<file path="config.mk">
export PLATFORM = sky130hd
export DESIGN_NAME = mult_div_unit
export DESIGN_NICKNAME = d
export VERILOG_FILES = /design/src/rtl/multdiv_pkg.sv /design/src/rtl/multdiv_step.sv /design/src/rtl/mult_div_unit.sv
export SDC_FILE = /design/constraint.sdc
export NUM_CORES = 1
export LEC_CHECK = 0
export ABC_CLOCK_PERIOD_IN_PS = 4300
export CAP_MARGIN = 20
export CORE_MARGIN = 2
export CORE_UTILIZATION = 53
export CTS_CLUSTER_SIZE = 28
export DETAILED_ROUTE_END_ITERATION = 10
export HOLD_SLACK_MARGIN = 0.15
export PLACE_DENSITY = 0.78
export RECOVER_POWER = 50
export SLEW_MARGIN = 20
export SYNTH_ARGS = -nofsm -noshare
export SYNTH_HDL_FRONTEND = slang
export SYNTH_SLANG_ARGS = --single-unit
export TNS_END_PERCENT = 1
</file>
<file path="constraint.sdc">
create_clock -name clock -period 4.3 [get_ports clock]
set_input_delay 0.86 -clock clock [delete_from_list [all_inputs] [get_ports clock]]
set_output_delay 0.86 -clock clock [all_outputs]
set_load 0.05 [all_outputs]
</file>
<file path="src/rtl/multdiv_pkg.sv">
// Shared definitions for the iterative multiply/divide unit.
//   - op encodings presented on the op port
//   - FSM state encoding
//   - step-counter width helper
package multdiv_pkg;

  localparam logic [1:0] OP_MULT  = 2'b00;
  localparam logic [1:0] OP_DIV   = 2'b01;
  localparam logic [1:0] OP_MULTU = 2'b10;
  localparam logic [1:0] OP_DIVU  = 2'b11;

  typedef enum logic [2:0] {
    S_IDLE = 3'd0,
    S_CALC = 3'd1,
    S_FIX  = 3'd2,
    S_DONE = 3'd3,
    S_DZ   = 3'd4
  } stateT;

  // Width of a counter able to hold 0..width.
  function automatic int cntWidth(input int width);
    return $clog2(width + 1);
  endfunction

endpackage

</file>
<file path="src/rtl/multdiv_step.sv">
// One combinational iteration of the multiply/divide loop.
// The accumulator is {accHi, accLo}:
//   multiply: accHi = partial product high half, accLo = remaining multiplier bits
//             (low product bits shift in from the top as they are finalised)
//   divide:   accHi = partial remainder, accLo = dividend bits shifting out the
//             top while quotient bits shift in at the bottom
// Ports:
//   isDiv   in  1      selects trial-subtract (1) or shift-add (0)
//   accHi   in  WIDTH  current high accumulator half
//   accLo   in  WIDTH  current low accumulator half
//   opnd    in  WIDTH  multiplicand magnitude / divisor magnitude
//   stepHi  out WIDTH  next high accumulator half
//   stepLo  out WIDTH  next low accumulator half
import multdiv_pkg::*;

module multdiv_step #(
  parameter int WIDTH = 32
) (
  input  logic             isDiv,
  input  logic [WIDTH-1:0] accHi,
  input  logic [WIDTH-1:0] accLo,
  input  logic [WIDTH-1:0] opnd,
  output logic [WIDTH-1:0] stepHi,
  output logic [WIDTH-1:0] stepLo
);

  logic [WIDTH:0] addSum;
  logic [WIDTH:0] addSel;
  logic [WIDTH:0] remShift;
  logic [WIDTH:0] trial;

  always_comb begin
    addSum   = {1'b0, accHi} + {1'b0, opnd};
    addSel   = accLo[0] ? addSum : {1'b0, accHi};
    remShift = {accHi, accLo[WIDTH-1]};
    // remShift < 2*divisor, so a non-negative trial always fits in WIDTH bits
    trial    = remShift - {1'b0, opnd};
    stepHi   = '0;
    stepLo   = '0;
    if (isDiv) begin
      if (!trial[WIDTH]) begin
        stepHi = trial[WIDTH-1:0];
        stepLo = {accLo[WIDTH-2:0], 1'b1};
      end else begin
        stepHi = remShift[WIDTH-1:0];
        stepLo = {accLo[WIDTH-2:0], 1'b0};
      end
    end else begin
      // shift {carry, hi, lo} right by one; the carry keeps the add exact
      stepHi = addSel[WIDTH:1];
      stepLo = {addSel[0], accLo[WIDTH-1:1]};
    end
  end

endmodule

</file>
<file path="src/rtl/mult_div_unit.sv">
// Iterative multiply/divide unit feeding the CPU HI/LO registers.
// Fixed latency: start accepted in cycle 0, done in cycle WIDTH+3
// (WIDTH CALC cycles plus two FIX cycles); divide by zero finishes in cycle 1.
// Optional build macro: MULTDIV_UNSIGNED_EN enables the MULTU/DIVU paths;
// without it op[1] is ignored and every operation is signed.
// Ports:
//   clock     in  1      system clock, rising edge
//   reset     in  1      synchronous, active-high
//   start     in  1      request strobe, sampled only in IDLE
//   op        in  2      00 MULT, 01 DIV, 10 MULTU, 11 DIVU
//   a         in  WIDTH  multiplicand / dividend
//   b         in  WIDTH  multiplier / divisor
//   busy      out 1      high in CALC and FIX
//   done      out 1      one-cycle completion pulse
//   div_zero  out 1      one-cycle pulse with done on divide by zero
//   hi        out WIDTH  product high half / remainder
//   lo        out WIDTH  product low half / quotient
import multdiv_pkg::*;

module mult_div_unit #(
  parameter int WIDTH = 32
) (
  input  logic             clock,
  input  logic             reset,
  input  logic             start,
  input  logic [1:0]       op,
  input  logic [WIDTH-1:0] a,
  input  logic [WIDTH-1:0] b,
  output logic             busy,
  output logic             done,
  output logic             div_zero,
  output logic [WIDTH-1:0] hi,
  output logic [WIDTH-1:0] lo
);

  localparam int CW = cntWidth(WIDTH);
  localparam logic [CW-1:0] LAST_STEP = CW'(WIDTH - 1);

  stateT state, nextState;
  logic [CW-1:0] cnt;
  logic          fixPhase;

  logic             reqDiv;
  logic             reqSigned;
  logic             aNeg, bNeg;
  logic [WIDTH-1:0] magA, magB;

  logic             isDivR;
  logic             prodNeg, quoNeg, remNeg;
  logic [WIDTH-1:0] accHi, accLo, opnd;
  logic [WIDTH-1:0] stepHi, stepLo;

  // Request decode and operand magnitudes, evaluated in IDLE.
  always_comb begin
    reqDiv = (op == OP_DIV) || (op == OP_DIVU);
`ifdef MULTDIV_UNSIGNED_EN
    reqSigned = !((op == OP_MULTU) || (op == OP_DIVU));
`else
    reqSigned = 1'b1;
`endif
    aNeg = reqSigned && a[WIDTH-1];
    bNeg = reqSigned && b[WIDTH-1];
    // the most-negative value stays as its own magnitude, which is correct unsigned
    magA = aNeg ? (~a + 1'b1) : a;
    magB = bNeg ? (~b + 1'b1) : b;
  end

  always_comb begin
    nextState = state;
    busy      = 1'b0;
    done      = 1'b0;
    div_zero  = 1'b0;
    case (state)
      S_IDLE: begin
        if (start) nextState = (reqDiv && (b == '0)) ? S_DZ : S_CALC;
      end
      S_CALC: begin
        busy = 1'b1;
        if (cnt == LAST_STEP) nextState = S_FIX;
      end
      S_FIX: begin
        busy = 1'b1;
        if (fixPhase) nextState = S_DONE;
      end
      S_DONE: begin
        done      = 1'b1;
        nextState = S_IDLE;
      end
      S_DZ: begin
        done      = 1'b1;
        div_zero  = 1'b1;
        nextState = S_IDLE;
      end
      default: nextState = S_IDLE;
    endcase
  end

  always_ff @(posedge clock) begin
    if (reset) begin
      state    <= S_IDLE;
      cnt      <= '0;
      fixPhase <= 1'b0;
    end else begin
      state <= nextState;
      case (state)
        S_IDLE: begin
          cnt      <= '0;
          fixPhase <= 1'b0;
        end
        S_CALC:  cnt      <= cnt + 1'b1;
        S_FIX:   fixPhase <= 1'b1;
        default: fixPhase <= 1'b0;
      endcase
    end
  end

  multdiv_step #(.WIDTH(WIDTH)) uStep (
    .isDiv  (isDivR),
    .accHi  (accHi),
    .accLo  (accLo),
    .opnd   (opnd),
    .stepHi (stepHi),
    .stepLo (stepLo)
  );

  // Datapath: load in IDLE, iterate in CALC, sign-correct in the first FIX cycle.
  always_ff @(posedge clock) begin
    case (state)
      S_IDLE: begin
        if (start) begin
          isDivR  <= reqDiv;
          prodNeg <= aNeg ^ bNeg;
          quoNeg  <= aNeg ^ bNeg;
          remNeg  <= aNeg;
          accHi   <= '0;
          accLo   <= reqDiv ? magA : magB;
          opnd    <= reqDiv ? magB : magA;
        end
      end
      S_CALC: begin
        accHi <= stepHi;
        accLo <= stepLo;
      end
      S_FIX: begin
        if (!fixPhase) begin
          if (isDivR) begin
            if (quoNeg) accLo <= ~accLo + 1'b1;
            if (remNeg) accHi <= ~accHi + 1'b1;
          end else if (prodNeg) begin
            {accHi, accLo} <= ~{accHi, accLo} + 1'b1;
          end
        end
      end
      default: ;
    endcase
  end

  // Result registers change only when an operation completes normally.
  always_ff @(posedge clock) begin
    if (reset) begin
      hi <= '0;
      lo <= '0;
    end else if ((state == S_FIX) && fixPhase) begin
      hi <= accHi;
      lo <= accLo;
    end
  end

endmodule

</file>
Word-level counts from Yosys, hierarchy flattened
Cells that the tools add are included. Widths: inputs -> output; s select.

Add/subtract/negate cells: 8. Multiply operators: 0. Divide/modulo/power cells: 0. Magnitude comparators: 0. Equality and inequality tests: 14. Shift operators: 0. Multiplexer cells: 31. Bitwise operators: 6. Reduce and logical (&&, ||, !) cells: 13.

Operators with widths (count): $mux 32 (17); $pmux 32 s3 (2); $add 32x1->32 const B (4); $not 32->32 (4); $add 64x1->64 const B (1); $not 64->64 (1); $add 32x32->33 (1); $mux 33 (1); $sub 33x32->33 (1); $logic_not 32->1 (1); $mux 3 (4); $pmux 6 s2 (1); $reduce_and 5->1 (2); $ne 3x3->1 const B (3); $pmux 3 s3 (1); $ne 2x2->1 const B (4); $add 6x1->6 const B (1); $eq 3x2->1 const B (2); $eq 6x5->1 const B (1); $mux 1 (4); $reduce_or 2->1 (2); $eq 3x1->1 const B (1); $eq 3x3->1 const B (1); $logic_not 3->1 (1); other kinds (10) (11).

Register bits: 173. Latch bits: 0. RAM bits: 0. Memory bits (read-only): 0. Logic and storage cells: 83. Memories: 0.

Logic depth before layout (Yosys ltp)
Gate-level depths: netlist of run 1.

Word-level depth: 6. Depth in mapped cells: 15. Mapped depth without buffers: 13.

Cells and area by module
A second synthesis of run 1 with hierarchy kept.

Cells, all modules: 1788. Area, all modules: 14702.9 um^2.

Modules (own cells, without submodules): mult_div_unit (instances 1, cells an instance 1107, area each 9873.2 um^2, seq. area each 4454.3 um^2); multdiv_step (instances 1, cells an instance 681, area each 4829.6 um^2, seq. area each 0.0 um^2).

Least setup slack after synthesis of run 1
No wires, ideal clock.

Path type: flip-flop to flip-flop. Start: register accLo[31]. End: register accHi[27] (data pin). Library setup time: 0.256 ns. Arrival time: 3.148 ns. Required time: 4.044 ns. Path slack: 0.897 ns. Stages on the path, launching flop included: 14. Clock period less this slack: 3.403 ns. Cells stage by stage: edfxtp_1 > inv_1 > ha_1 > inv_1 > fa_1 > a211oi_1 > o21a_1 > a21boi_1 > o21ai_0 > and2_1 > a31oi_1 > or2_2 > or4_1 > a41o_1.

Word-level cells in the longest chain between the ends: 6. Elaborated cells on any way between the ends: 9. Classes of those cells: add/sub: 2; mux: 6; bitwise: 1.

RTL lines: start: declaration (line mult_div_unit.sv:50) `logic [WIDTH-1:0] accHi, accLo, opnd;`; start signal: assignment (line mult_div_unit.sv:136) `accLo <= reqDiv ? magA : magB;`; start signal: assignment (line mult_div_unit.sv:142) `accLo <= stepLo;`; start signal: assignment (line mult_div_unit.sv:147) `if (quoNeg) accLo <= ~accLo + 1'b1;`; $not 64->64 (line mult_div_unit.sv:150) `{accHi, accLo} <= ~{accHi, accLo} + 1'b1;`; $add 64x1->64 (line mult_div_unit.sv:150); $mux 32 (line mult_div_unit.sv:149) `end else if (prodNeg) begin`; $mux 32 (line mult_div_unit.sv:146) `if (isDivR) begin`; $mux 32 (line mult_div_unit.sv:145) `if (!fixPhase) begin`; $pmux 32 s3 * (line mult_div_unit.sv:128) `case (state)`; end signal: assignment (line mult_div_unit.sv:141) `accHi <= stepHi;`; end signal: assignment (line mult_div_unit.sv:148) `if (remNeg) accHi <= ~accHi + 1'b1;`; end signal: assignment (line mult_div_unit.sv:150); end: declaration (line mult_div_unit.sv:50).

Every way passes the cells marked *; elsewhere a longest branch is shown, timed or not. The select of a mux whose other input is x is not followed. A chain may end at the register's enable or synchronous reset.

Final worst setup path of run 1
Ends and elaborated chain as after synthesis.

==> results of run 1 <==
[cell usage in the layout (no fill, tap or decap), types with 12 or more instances in the layout]
cell type / instances
sky130_fd_sc_hd__nand2_1: 280
sky130_fd_sc_hd__a21oi_1: 186
sky130_fd_sc_hd__nor2_1: 127
sky130_fd_sc_hd__edfxtp_1: 99
sky130_fd_sc_hd__o21ai_0: 89
sky130_fd_sc_hd__xor2_1: 86
sky130_fd_sc_hd__dfxtp_1: 74
sky130_fd_sc_hd__xnor2_1: 73
sky130_fd_sc_hd__ha_1: 69
sky130_fd_sc_hd__dlygate4sd3_1: 67
sky130_fd_sc_hd__clkdlybuf4s50_1: 64
sky130_fd_sc_hd__mux2i_1: 62
sky130_fd_sc_hd__inv_1: 60
sky130_fd_sc_hd__buf_4: 44
sky130_fd_sc_hd__nor3_1: 41
sky130_fd_sc_hd__o221ai_1: 37
sky130_fd_sc_hd__nand3_1: 36
sky130_fd_sc_hd__or3_1: 24
sky130_fd_sc_hd__a21o_1: 22
sky130_fd_sc_hd__o31ai_1: 22
sky130_fd_sc_hd__o211ai_1: 20
sky130_fd_sc_hd__clkbuf_16: 17
sky130_fd_sc_hd__nor2b_1: 16
sky130_fd_sc_hd__nand2b_1: 14
sky130_fd_sc_hd__a31oi_1: 14
sky130_fd_sc_hd__o21bai_1: 14
sky130_fd_sc_hd__nand4_1: 13
sky130_fd_sc_hd__or4_1: 12
[path summary, 6_finish.rpt]
path | endpoint | cells past startpoint | slack [ns]
min | hi[4] | 2 | 0.45
max | accHi[27] | 14 | 0.33
max reg2reg | accHi[27] | 14 | 0.33
min reg2reg | hi[4] | 2 | 0.45
[layer usage]
layer	vias up	routed length, um	global-route usage (%)
met5	-	0	0
met4	0	1750	14.1
met3	93	3070	3.81
met2	654	22100	54.5
met1	6609	19100	41.2
li1	6697	-	-
[through the flow]
step                      total power [mW]  cell area [um2]
final                                 6.44            16800
after global routing                  6.74            16800
after CTS                             6.38            16900
after detailed placement              4.66            16200
after global placement                4.62            16200
after floorplan                       3.92            14400
[critical path, stage by stage, from the launching register on]
cell	delay (ns)
sky130_fd_sc_hd__edfxtp_1	0.39
sky130_fd_sc_hd__inv_1	0.12
sky130_fd_sc_hd__ha_1	0.18
sky130_fd_sc_hd__inv_1	0.06
sky130_fd_sc_hd__fa_1	0.44
sky130_fd_sc_hd__a211oi_1	0.31
sky130_fd_sc_hd__o21a_1	0.27
sky130_fd_sc_hd__a21boi_1	0.18
sky130_fd_sc_hd__o21ai_0	0.20
sky130_fd_sc_hd__buf_4	0.15
sky130_fd_sc_hd__and2_1	0.16
sky130_fd_sc_hd__a31oi_4	0.11
sky130_fd_sc_hd__or2_2	0.33
sky130_fd_sc_hd__or4_1	0.56
sky130_fd_sc_hd__a41o_1	0.26
[area by class of cell]
| class | instances | area, um2 |
|---|---|---|
| flip-flops and latches | 173 | 4450 |
| fillers | 2349 | 9980 |
| inverters | 61 | 229 |
| clock buffers | 17 | 425 |
| repair buffers | 186 | 1720 |
| multi-input cells | 1444 | 9330 |
| clock inverters | 15 | 236 |
| well taps | 341 | 427 |
[state kept, by name (all words and copies together) (netlist names)]
| name | flops |
|---|---|
| cnt | 6 |
| opnd | 32 |
| accHi | 32 |
| remNeg | 1 |
| quoNeg | 1 |
| lo | 32 |
| isDivR | 1 |
| accLo | 32 |
| hi | 32 |
| state | 3 |
| fixPhase | 1 |
[logic make-up after synthesis]
group	after synthesis	share of synthesized area, %
muxes	68	4.78
xor gates and xnor gates	159	9.66
adders and majority gates	71	6.27
AOI/OAI and AO/OA	508	22.7
buffers and inverters	166	4.56
and+or+nand+nor	638	21.1
DFF	173	30.9
[power by group]
| group | internal (mW) | switching (mW) |
|---|---|---|
| Combinational | 1.05 | 1.51 |
| Clock | 0.839 | 0.903 |
| Sequential | 1.93 | 0.206 |
| Total | 3.82 | 2.62 |
==> reports/qor.log, run 1 <==
qor: placement.worst_setup_slack_post_dpl 0.148 ns
qor: timing.relative_max_transition_margin -35.2%
qor: die.core.rowCount 60
qor: placement.place.detailed.instances 2205
qor: timing.timing.final.crit_share 92.3%
qor: power_and_ir_drop.worst_ir_drop_vdd 0.244 mV
qor: global_routing.overflow 0
qor: clocking.cts.path.max_buffers 2
qor: logic_synthesis.async_reset_ff_share 0%
qor: critical_path.r2r_start accLo[31]
qor: timing.tightest_slew 2.03 ns
qor: logic_synthesis.syn-instance-count 1783
qor: layout.area.growth.synth_to_final 16.7%
qor: logic_synthesis.yosys_register_bits 173
qor: drt.route.detailed.wl_per_inst 20.6 um
qor: logic_synthesis.number_of_synthesized_flops_with_an_enable_pin 99
qor: logic_synthesis.synth_top_cells_by_count sky130_fd_sc_hd__nand2_1 (280), sky130_fd_sc_hd__a21oi_1 (187), sky130_fd_sc_hd__nor2_1 (126)
qor: clocking.post_cts_hold_buffer_count 0
qor: critical_path.critical_path_arrival 4.18 ns
qor: die.top_level_ports 136
qor: drt.wl 46.1 mm
qor: critical_path.cp-startpoint accLo[31]
qor: drt.drtIter0Drc 1529
qor: layout.nets 2023
qor: die.die_y 169 um
qor: logic_synthesis.syn-num-nets 1923
qor: layout.share_of_cells_above_drive_strength_1 6.65%
qor: logic_synthesis.ys_warn_count 0
qor: logic_synthesis.synth.area.top_cells sky130_fd_sc_hd__edfxtp_1 (21%), sky130_fd_sc_hd__dfxtp_1 (10%), sky130_fd_sc_hd__nand2_1 (7.3%), sky130_fd_sc_hd__a21oi_1 (6.5%), sky130_fd_sc_hd__ha_1 (6.0%)
qor: clocking.clkLatencyLatePin 0.46 ns
qor: logic_synthesis.post-synth-top-area-fraction 20.6%
qor: layout.finalCoreUtilization 62.7%
qor: global_routing.antenna_found_initial 0
qor: clocking.clock-root-buffer sky130_fd_sc_hd__clkbuf_16
qor: drt.detail_route.drc_violations 0
qor: global_routing.grt_pass1_vias 13400
qor: die.area_of_the_die 28500 um2
qor: timing.finalHoldWorstSlack 0.453 ns
qor: logic_synthesis.synth_top_flop_cell sky130_fd_sc_hd__edfxtp_1
qor: logic_synthesis.synth-seq-area-share 30.9%
qor: clocking.worst_setup_hold_path_clk_slew 0.09 ns
qor: logic_synthesis.synth.most_common_cell sky130_fd_sc_hd__nand2_1
qor: critical_path.worst-endpoint-required 4.51 ns
qor: drt.via_per_inst 6.28
qor: die.initial_core_utilization 53.8%
qor: run_status.run_status finished with violations
qor: power_and_ir_drop.powerDensity 383 nW/um2
qor: placement.place.gp.congestion 0.953
qor: timing.grt_setup_unrepaired false
qor: critical_path.timing.setup.critical_path_class reg -> reg
qor: clocking.post_cts.resized_instances 0
qor: drt.via_count 14100
qor: critical_path.type_of_element_capturing_the_critical_path register
qor: timing.clock.fmax 0.252 GHz
qor: timing.postLayoutSetupSlackWorst 0.331 ns
qor: layout.diodes 0
qor: placement.port_buffers 134
qor: timing.final.setup_skew 0.0225 ns
qor: timing.final-hold-violation-count 0
qor: layout.final_cell_count_no_fill 2237
qor: die.die_w 169 um
qor: power_and_ir_drop.leakage 6.62 nW
qor: logic_synthesis.synth.cell_area 14400 um2
qor: run_status.violations_in_the_final_reports max-capacitance violations, max-slew violations
qor: global_routing.track_usage 32.1%
qor: min_path.timing.hold.worst.start hi[4]
qor: clocking.clkSinkCount 173
qor: logic_synthesis.synth_cell_type_count 81
qor: global_routing.grt_max_degree 95
qor: critical_path.worst_path_fanout_max 3
qor: logic_synthesis.synth_largest_area_cell sky130_fd_sc_hd__edfxtp_1
qor: timing.finalMaxSlewViolations 288
qor: clocking.tritoncts_clock_tree yes
qor: timing.layout_min_cycle_time 3.97 ns
qor: drt.dr.pass1.iters 6
qor: clocking.tritoncts.num_buffers 17
qor: critical_path.worst_setup_path_start_kind register
qor: die.core_area 26800 um2
qor: timing.setup_viol_count_final 0
qor: clocking.h-tree-depth 4
qor: logic_synthesis.synthesis.area_per_instance 8.08 um2
qor: job.timing.max_cap.violations 6
qor: global_routing.global_route_wire_length_before_repair 71.8 mm
qor: placement.dp_hpwl 34.7 mm
qor: drt.postRouteAntennaNets 0
qor: min_path.kind_of_path_behind_the_tightest_hold_check reg -> reg
qor: timing.setup_total_negative_slack 0 ns
qor: clocking.postCtsSetupBuffers 0
Note: power is estimated with default switching activity, not from simulation.
==> run 2: changes to the inputs <==
SYNTH_HIERARCHICAL = 1   (was default)
==> run 2 against run 1 <==
Net effect:
- the flow still finishes with violations (max-capacitance violations, max-slew violations)
- synthesized area increased by 2.0%
- global-route usage is 0.91 points higher
- clock-buffer cell count stayed put
- worst hold slack improved by 0.0038 ns
- synthesized cell count is 0.28% higher
- utilization is 0.45 points higher
==> reports/qor.log, run 2 <==
qor: run_status.run_status finished with violations
qor: run_status.violations_in_the_final_reports max-capacitance violations, max-slew violations
qor: logic_synthesis.synthesis.area_per_instance 8.22 um2
qor: global_routing.globalRouteMet1Util 41.1%
qor: drt.route.detailed.wl_per_inst 21.1 um
qor: logic_synthesis.synth_largest_area_cell sky130_fd_sc_hd__edfxtp_1
qor: global_routing.most_utilized_layer_in_the_global_route_result met2
qor: job.timing.max_cap.violations 6
qor: power_and_ir_drop.worst_ir_drop_vdd 0.272 mV
qor: timing.final-hold-violation-count 0
qor: logic_synthesis.number_of_synthesized_flops_with_an_enable_pin 99
qor: global_routing.grt_max_degree 69
qor: layout.layout_commonest_cell sky130_fd_sc_hd__nand2_1
qor: timing.setup_total_negative_slack 0 ns
qor: clocking.post_cts.resized_instances 0
qor: global_routing.grt_use_met2 53.2%
qor: layout.diodes 0
qor: placement.dpl-instance-area 16500 um2
qor: timing.clock.fmax 0.243 GHz
qor: logic_synthesis.synth-seq-area-share 30.3%
qor: clocking.tritoncts_clock_tree yes
qor: placement.port_buffers 134
qor: timing.layout_min_cycle_time 4.12 ns
qor: logic_synthesis.post-synth-top-area-fraction 20.2%
qor: drt.dr.pass1.iters 5
qor: global_routing.antenna_found_initial 0
qor: drt.via_count 14400
qor: layout.layout.cells.most_common_list sky130_fd_sc_hd__nand2_1 (254), sky130_fd_sc_hd__a21oi_1 (182), sky130_fd_sc_hd__clkdlybuf4s50_1 (131)
qor: clocking.clkSinkCount 173
qor: logic_synthesis.synth.cell_area 14700 um2
qor: timing.postLayoutSetupSlackWorst 0.179 ns
qor: layout.final_cell_count_no_fill 2282
qor: logic_synthesis.syn-instance-count 1788
qor: layout.share_of_cells_above_drive_strength_1 7.85%
qor: critical_path.critical_path_arrival 4.29 ns
qor: clocking.clkLatencyLatePin 0.45 ns
qor: drt.postRouteAntennaNets 0
qor: clocking.post_cts_hold_buffer_count 0
qor: logic_synthesis.synth.area.top_cells sky130_fd_sc_hd__edfxtp_1 (20%), sky130_fd_sc_hd__dfxtp_1 (10%), sky130_fd_sc_hd__nand2_1 (6.5%), sky130_fd_sc_hd__a21oi_1 (6.2%), sky130_fd_sc_hd__ha_1 (6.0%)
qor: clocking.worst_setup_hold_path_clk_slew 0.08 ns
qor: clocking.tritoncts.num_buffers 17
qor: min_path.hold-path-cell-count 2
qor: die.initial_core_utilization 54.3%
qor: power_and_ir_drop.powerDensity 364 nW/um2
qor: die.area_of_the_die 29100 um2
qor: placement.place.gp.congestion 1.04
qor: critical_path.type_of_element_capturing_the_critical_path register
qor: logic_synthesis.synth.most_common_cell sky130_fd_sc_hd__nand2_1
qor: logic_synthesis.async_reset_ff_share 0%
qor: logic_synthesis.yosys_register_bits 173
qor: die.top_level_ports 136
qor: global_routing.grt_pass1_vias 13700
qor: die.core_area 27100 um2
qor: placement.worst_setup_slack_post_dpl 0.215 ns
qor: timing.tightest_slew 2.60 ns
qor: die.core.rowCount 60
qor: critical_path.worst_path_fanout_max 25
qor: logic_synthesis.synth_top_cells_by_count sky130_fd_sc_hd__nand2_1 (255), sky130_fd_sc_hd__a21oi_1 (183), sky130_fd_sc_hd__nor2_1 (111)
qor: drt.via_per_inst 6.33
qor: min_path.kind_of_path_behind_the_tightest_hold_check reg -> reg
qor: timing.grt_setup_unrepaired false
qor: critical_path.worst_r2r_path_depth 16
qor: timing.setup_viol_count_final 0
qor: global_routing.overflow 0
qor: clocking.clock-root-buffer sky130_fd_sc_hd__clkbuf_16
qor: logic_synthesis.syn-num-nets 1929
qor: critical_path.timing.setup.critical_path_class reg -> reg
qor: layout.fin_area 17100 um2
qor: layout.area.growth.synth_to_final 16.5%
qor: global_routing.groute.layer.met3.usage 4.65%
qor: placement.place.detailed.instances 2250
qor: clocking.cts.path.max_buffers 2
qor: global_routing.global_route_wire_length_before_repair 74.9 mm
qor: critical_path.worst-endpoint-required 4.47 ns
qor: layout.nets 2038
qor: logic_synthesis.ys_warn_count 6
qor: global_routing.track_usage 33.0%
qor: die.die_y 171 um
qor: logic_synthesis.synth_cell_type_count 93
qor: die.die_w 171 um
qor: drt.wl 48.1 mm
qor: timing.relative_max_transition_margin -73.2%
qor: timing.timing.final.crit_share 95.8%
qor: drt.drtIter0Drc 1360
qor: drt.detail_route.drc_violations 0
qor: power_and_ir_drop.leakage 6.40 nW
qor: timing.finalMaxSlewViolations 263
qor: critical_path.worst_setup_path_start_kind register
qor: placement.dp_hpwl 36.2 mm
qor: timing.final.setup_skew 0.0195 ns
qor: clocking.postCtsSetupBuffers 0
qor: clocking.h-tree-depth 4
qor: logic_synthesis.synth_top_flop_cell sky130_fd_sc_hd__edfxtp_1
## run 2: cell types whose count changed after synthesis, sizes merged, moves of 12 or more
cell,delta
o221ai,-24
nor2,-16
a22oi,+21
o21ai,+17
nor2b,+12
a211oi,+18
mux2,+28
nand2,-26
## run 2: cell families (layout without fill, tap and decap cells)
group | count (synthesis) | count (layout) | synth area share [%]
compound gates | 509 | 509 | 21.9
xor+xnor | 167 | 167 | 9.95
fa+ha+maj | 72 | 72 | 6.23
buf+inv | 154 | 276 | 4.39
flops | 173 | 173 | 30.3
mux | 89 | 89 | 6.37
simple gates | 624 | 624 | 20.8
## run 2: layout make-up
class | count | area [um2]
fillers | 2316 | 9970
flip-flops and latches | 173 | 4450
clock buffers | 17 | 425
well taps | 372 | 465
repair buffers | 186 | 1720
inverters | 58 | 218
multi-input cells | 1461 | 9630
clock inverters | 15 | 215
## run 2: report_power, final
group	switching [mW]	internal [mW]
Sequential	0.195	1.92
Clock	0.866	0.823
Combinational	1.43	1.00
## run 2: path summary, 6_finish.rpt
check / slack, ns / endpoint / from
hold / removal: 0.46 / hi[17] / hi[17]
setup reg to reg: 0.18 / accHi[1] / opnd[0]
setup / recovery: 0.18 / accHi[1] / opnd[0]
hold reg to reg: 0.46 / hi[17] / hi[17]
## run 2: worst max-delay path, stage by stage, from the launching register on
cell                        delay [ns]
sky130_fd_sc_hd__edfxtp_1         0.42
sky130_fd_sc_hd__ha_1             0.24
sky130_fd_sc_hd__fa_1             0.41
sky130_fd_sc_hd__nand2b_1         0.19
sky130_fd_sc_hd__a21oi_2          0.19
sky130_fd_sc_hd__a2111oi_1        0.08
sky130_fd_sc_hd__buf_4            0.16
sky130_fd_sc_hd__o21a_1           0.26
sky130_fd_sc_hd__nor4_4           0.36
sky130_fd_sc_hd__o211ai_1         0.21
sky130_fd_sc_hd__mux2_4           0.37
sky130_fd_sc_hd__nor2_8           0.17
sky130_fd_sc_hd__buf_12           0.22
sky130_fd_sc_hd__or2_2            0.14
sky130_fd_sc_hd__a31oi_1          0.08
sky130_fd_sc_hd__a32oi_1          0.19
sky130_fd_sc_hd__o31ai_1          0.12
## run 2: metal layers
metal	up-vias	wire length [um]	part of all wire (%)
met5	-	0	0
met4	0	3340	6.9
met3	170	3320	6.9
met2	712	22200	46
met1	6777	19300	40
li1	6782	-	-
## run 2: stage by stage
| step | power (mW) | hold WS, ns | utilization [%] |
|---|---|---|---|
| after floorplan | 3.79 | 0.467 | - |
| after global placement | 4.46 | 0.444 | 60.9 |
| after detailed placement | 4.50 | 0.446 | 60.9 |
| after CTS | 6.18 | 0.457 | 63.3 |
| after global routing | 6.50 | 0.474 | 63.2 |
| final | 6.24 | 0.456 | 63.2 |
==> run 3: changes to the inputs <==
==> constraint.sdc (replaced) <==
create_clock -name clock -period 4.3 [get_ports clock]
set_input_delay 0.86 -clock clock [delete_from_list [all_inputs] [get_ports clock]]
set_output_delay 0.86 -clock clock [all_outputs]
set_load 0.02 [all_outputs]
==> run 3 against run 2 <==
Net effect:
- the run still ends with max-capacitance violations, max-slew violations left
- largest cell class unchanged
- global-route usage barely moved
- critical path depth up 1
- clock-buffer cell count is the same
- register-to-register slack about the same
- largest power group unchanged
- non-clock buffer count unchanged
- sequential share of layout area hardly changed
- worst hold slack worse by 0.0049 ns
- final cell count is the same
- utilization barely moved
- via count increased by 0.43%
==> reports/qor.log, run 3 (synthesized netlist as in run 2, its figures left out) <==
qor: critical_path.worst_r2r_path_depth 17
qor: critical_path.cp_num_buf_inv 3
qor: die.core.rowCount 60
qor: clocking.clock-root-buffer sky130_fd_sc_hd__clkbuf_16
qor: power_and_ir_drop.powerDensity 364 nW/um2
qor: timing.tightest_slew 2.53 ns
qor: min_path.kind_of_path_behind_the_tightest_hold_check reg -> reg
qor: clocking.tritoncts_clock_tree yes
qor: timing.final-hold-violation-count 0
qor: die.area_of_the_die 29100 um2
qor: clocking.clkSinkCount 173
qor: clocking.clkLatencyLatePin 0.45 ns
qor: layout.nets 2038
qor: run_status.violations_in_the_final_reports max-capacitance violations, max-slew violations
qor: global_routing.groute.layer.met3.usage 5.09%
qor: clocking.post_cts.resized_instances 0
qor: layout.layout.cells.most_common_list sky130_fd_sc_hd__nand2_1 (254), sky130_fd_sc_hd__a21oi_1 (181), sky130_fd_sc_hd__nor2_1 (110)
qor: drt.dr.pass1.iters 6
qor: drt.detail_route.drc_violations 0
qor: critical_path.path_cells inv_1 > ha_1 > fa_1 > nand2b_1 > a21oi_2 > a2111oi_1 > buf_4 > o21a_1 > nor4_4 > o211ai_1 > mux2_4 > nor2_8 > buf_4 > mux2i_1 > a22oi_1 > nand2_1 > o21ai_0
qor: placement.dpl-instance-area 16500 um2
qor: clocking.worst_setup_hold_path_clk_slew 0.08 ns
qor: timing.setup_viol_count_final 0
qor: clocking.post_cts_hold_buffer_count 0
qor: drt.via_count 14500
qor: timing.grt_setup_unrepaired false
qor: drt.route.detailed.wl_per_inst 21.2 um
qor: global_routing.global_route_wire_length_before_repair 75.0 mm
qor: global_routing.overflow 0
qor: drt.wl 48.4 mm
qor: min_path.hold-path-cell-count 2
qor: drt.via_per_inst 6.36
qor: critical_path.critical-path-slowest-cell sky130_fd_sc_hd__fa_1
qor: global_routing.track_usage 32.9%
qor: critical_path.cp.depth 17
qor: timing.layout_min_cycle_time 4.11 ns
qor: critical_path.worst_setup_path_start_kind register
qor: power_and_ir_drop.worst_ir_drop_vdd 0.288 mV
qor: run_status.run_status finished with violations
qor: drt.drtIter0Drc 1398
qor: timing.finalMaxSlewViolations 242
qor: die.initial_core_utilization 54.3%
qor: power_and_ir_drop.leakage 6.59 nW
qor: clocking.tritoncts.num_buffers 17
qor: drt.postRouteAntennaNets 0
qor: critical_path.crit_top_cell sky130_fd_sc_hd__buf_4
qor: critical_path.type_of_element_capturing_the_critical_path register
qor: timing.timing.final.crit_share 95.5%
qor: placement.dp_hpwl 36.1 mm
qor: clocking.h-tree-depth 4
qor: global_routing.grt_pass1_vias 13700
qor: critical_path.worst_path_fanout_max 5
qor: global_routing.antenna_found_initial 0
qor: job.timing.max_cap.violations 6
qor: die.die_w 171 um
qor: critical_path.worst_path_dominant_cell_family compound AO/OA/AOI/OAI gates
qor: global_routing.grt_max_degree 69
qor: critical_path.timing.setup.critical_path_class reg -> reg
qor: critical_path.timing.critical_path.slowest_cell_delay 0.41 ns
qor: layout.fin_area 17100 um2
qor: timing.relative_max_transition_margin -68.8%
qor: placement.port_buffers 134
qor: clocking.cts.path.max_buffers 2
qor: placement.place.gp.congestion 1.04
qor: timing.setup_total_negative_slack 0 ns
qor: global_routing.grt_use_met2 54.7%
qor: global_routing.most_utilized_layer_in_the_global_route_result met2
qor: layout.share_of_cells_above_drive_strength_1 7.96%
qor: critical_path.critical_path_arrival 4.27 ns
qor: die.top_level_ports 136
qor: global_routing.globalRouteMet1Util 41.0%
qor: critical_path.worst-endpoint-required 4.46 ns
qor: timing.final.setup_skew 0.0134 ns
qor: die.core_area 27100 um2
qor: timing.clock.fmax 0.243 GHz
qor: layout.diodes 0
qor: layout.area.growth.synth_to_final 16.5%
qor: layout.layout_commonest_cell sky130_fd_sc_hd__nand2_1
qor: die.die_y 171 um
qor: clocking.postCtsSetupBuffers 0
run 3: layer usage:
metal	vias up	part of all wire (%)
li1	6775	-
met1	6828	40
met2	748	47
met3	152	7.6
met4	0	5.9
met5	-	0
run 3: path summary, 6_finish.rpt:
check             startpoint         to  slack, ns
setup / recovery   accLo[31]  accHi[26]       0.19
hold / removal         hi[3]      hi[3]       0.45
setup reg to reg   accLo[31]  accHi[26]       0.19
hold reg to reg        hi[3]      hi[3]       0.45
run 3: stage by stage:
stage	instances	utilization, %	power, mW	hold slack [ns]	worst slack, ns
floorplan	1788	-	3.79	0.467	0.727
finish	2282	63.2	6.24	0.452	0.193
CTS	2282	63.3	6.17	0.457	0.168
detailed placement	2250	60.9	4.50	0.446	0.216
global placement	2250	60.9	4.46	0.444	0.240
global route	2282	63.2	6.51	0.469	0.0488
run 3: final cells by class:
type                       count  area, um2
clock buffer                  17        425
inverter                      58        218
clock inverter                15        218
timing repair buffer         186       1710
fill                        2317       9970
multi-input combinational   1461       9640
sequential                   173       4450
tap                          372        465
run 3: worst reg2reg max path, cell delays in order (launching register included):
cell                        delay, ns
sky130_fd_sc_hd__edfxtp_1        0.35
sky130_fd_sc_hd__inv_1           0.07
sky130_fd_sc_hd__ha_1            0.24
sky130_fd_sc_hd__fa_1            0.41
sky130_fd_sc_hd__nand2b_1        0.19
sky130_fd_sc_hd__a21oi_2         0.20
sky130_fd_sc_hd__a2111oi_1       0.09
sky130_fd_sc_hd__buf_4           0.16
sky130_fd_sc_hd__o21a_1          0.26
sky130_fd_sc_hd__nor4_4          0.28
sky130_fd_sc_hd__o211ai_1        0.21
sky130_fd_sc_hd__mux2_4          0.37
sky130_fd_sc_hd__nor2_8          0.18
sky130_fd_sc_hd__buf_4           0.16
sky130_fd_sc_hd__mux2i_1         0.31
sky130_fd_sc_hd__a22oi_1         0.11
sky130_fd_sc_hd__nand2_1         0.12
sky130_fd_sc_hd__o21ai_0         0.11
run 3: report_power, final:
part,internal [mW],switching [mW],total [mW]
clock,0.821,0.856,1.68
combinational,1.01,1.44,2.45
sequential,1.92,0.195,2.11
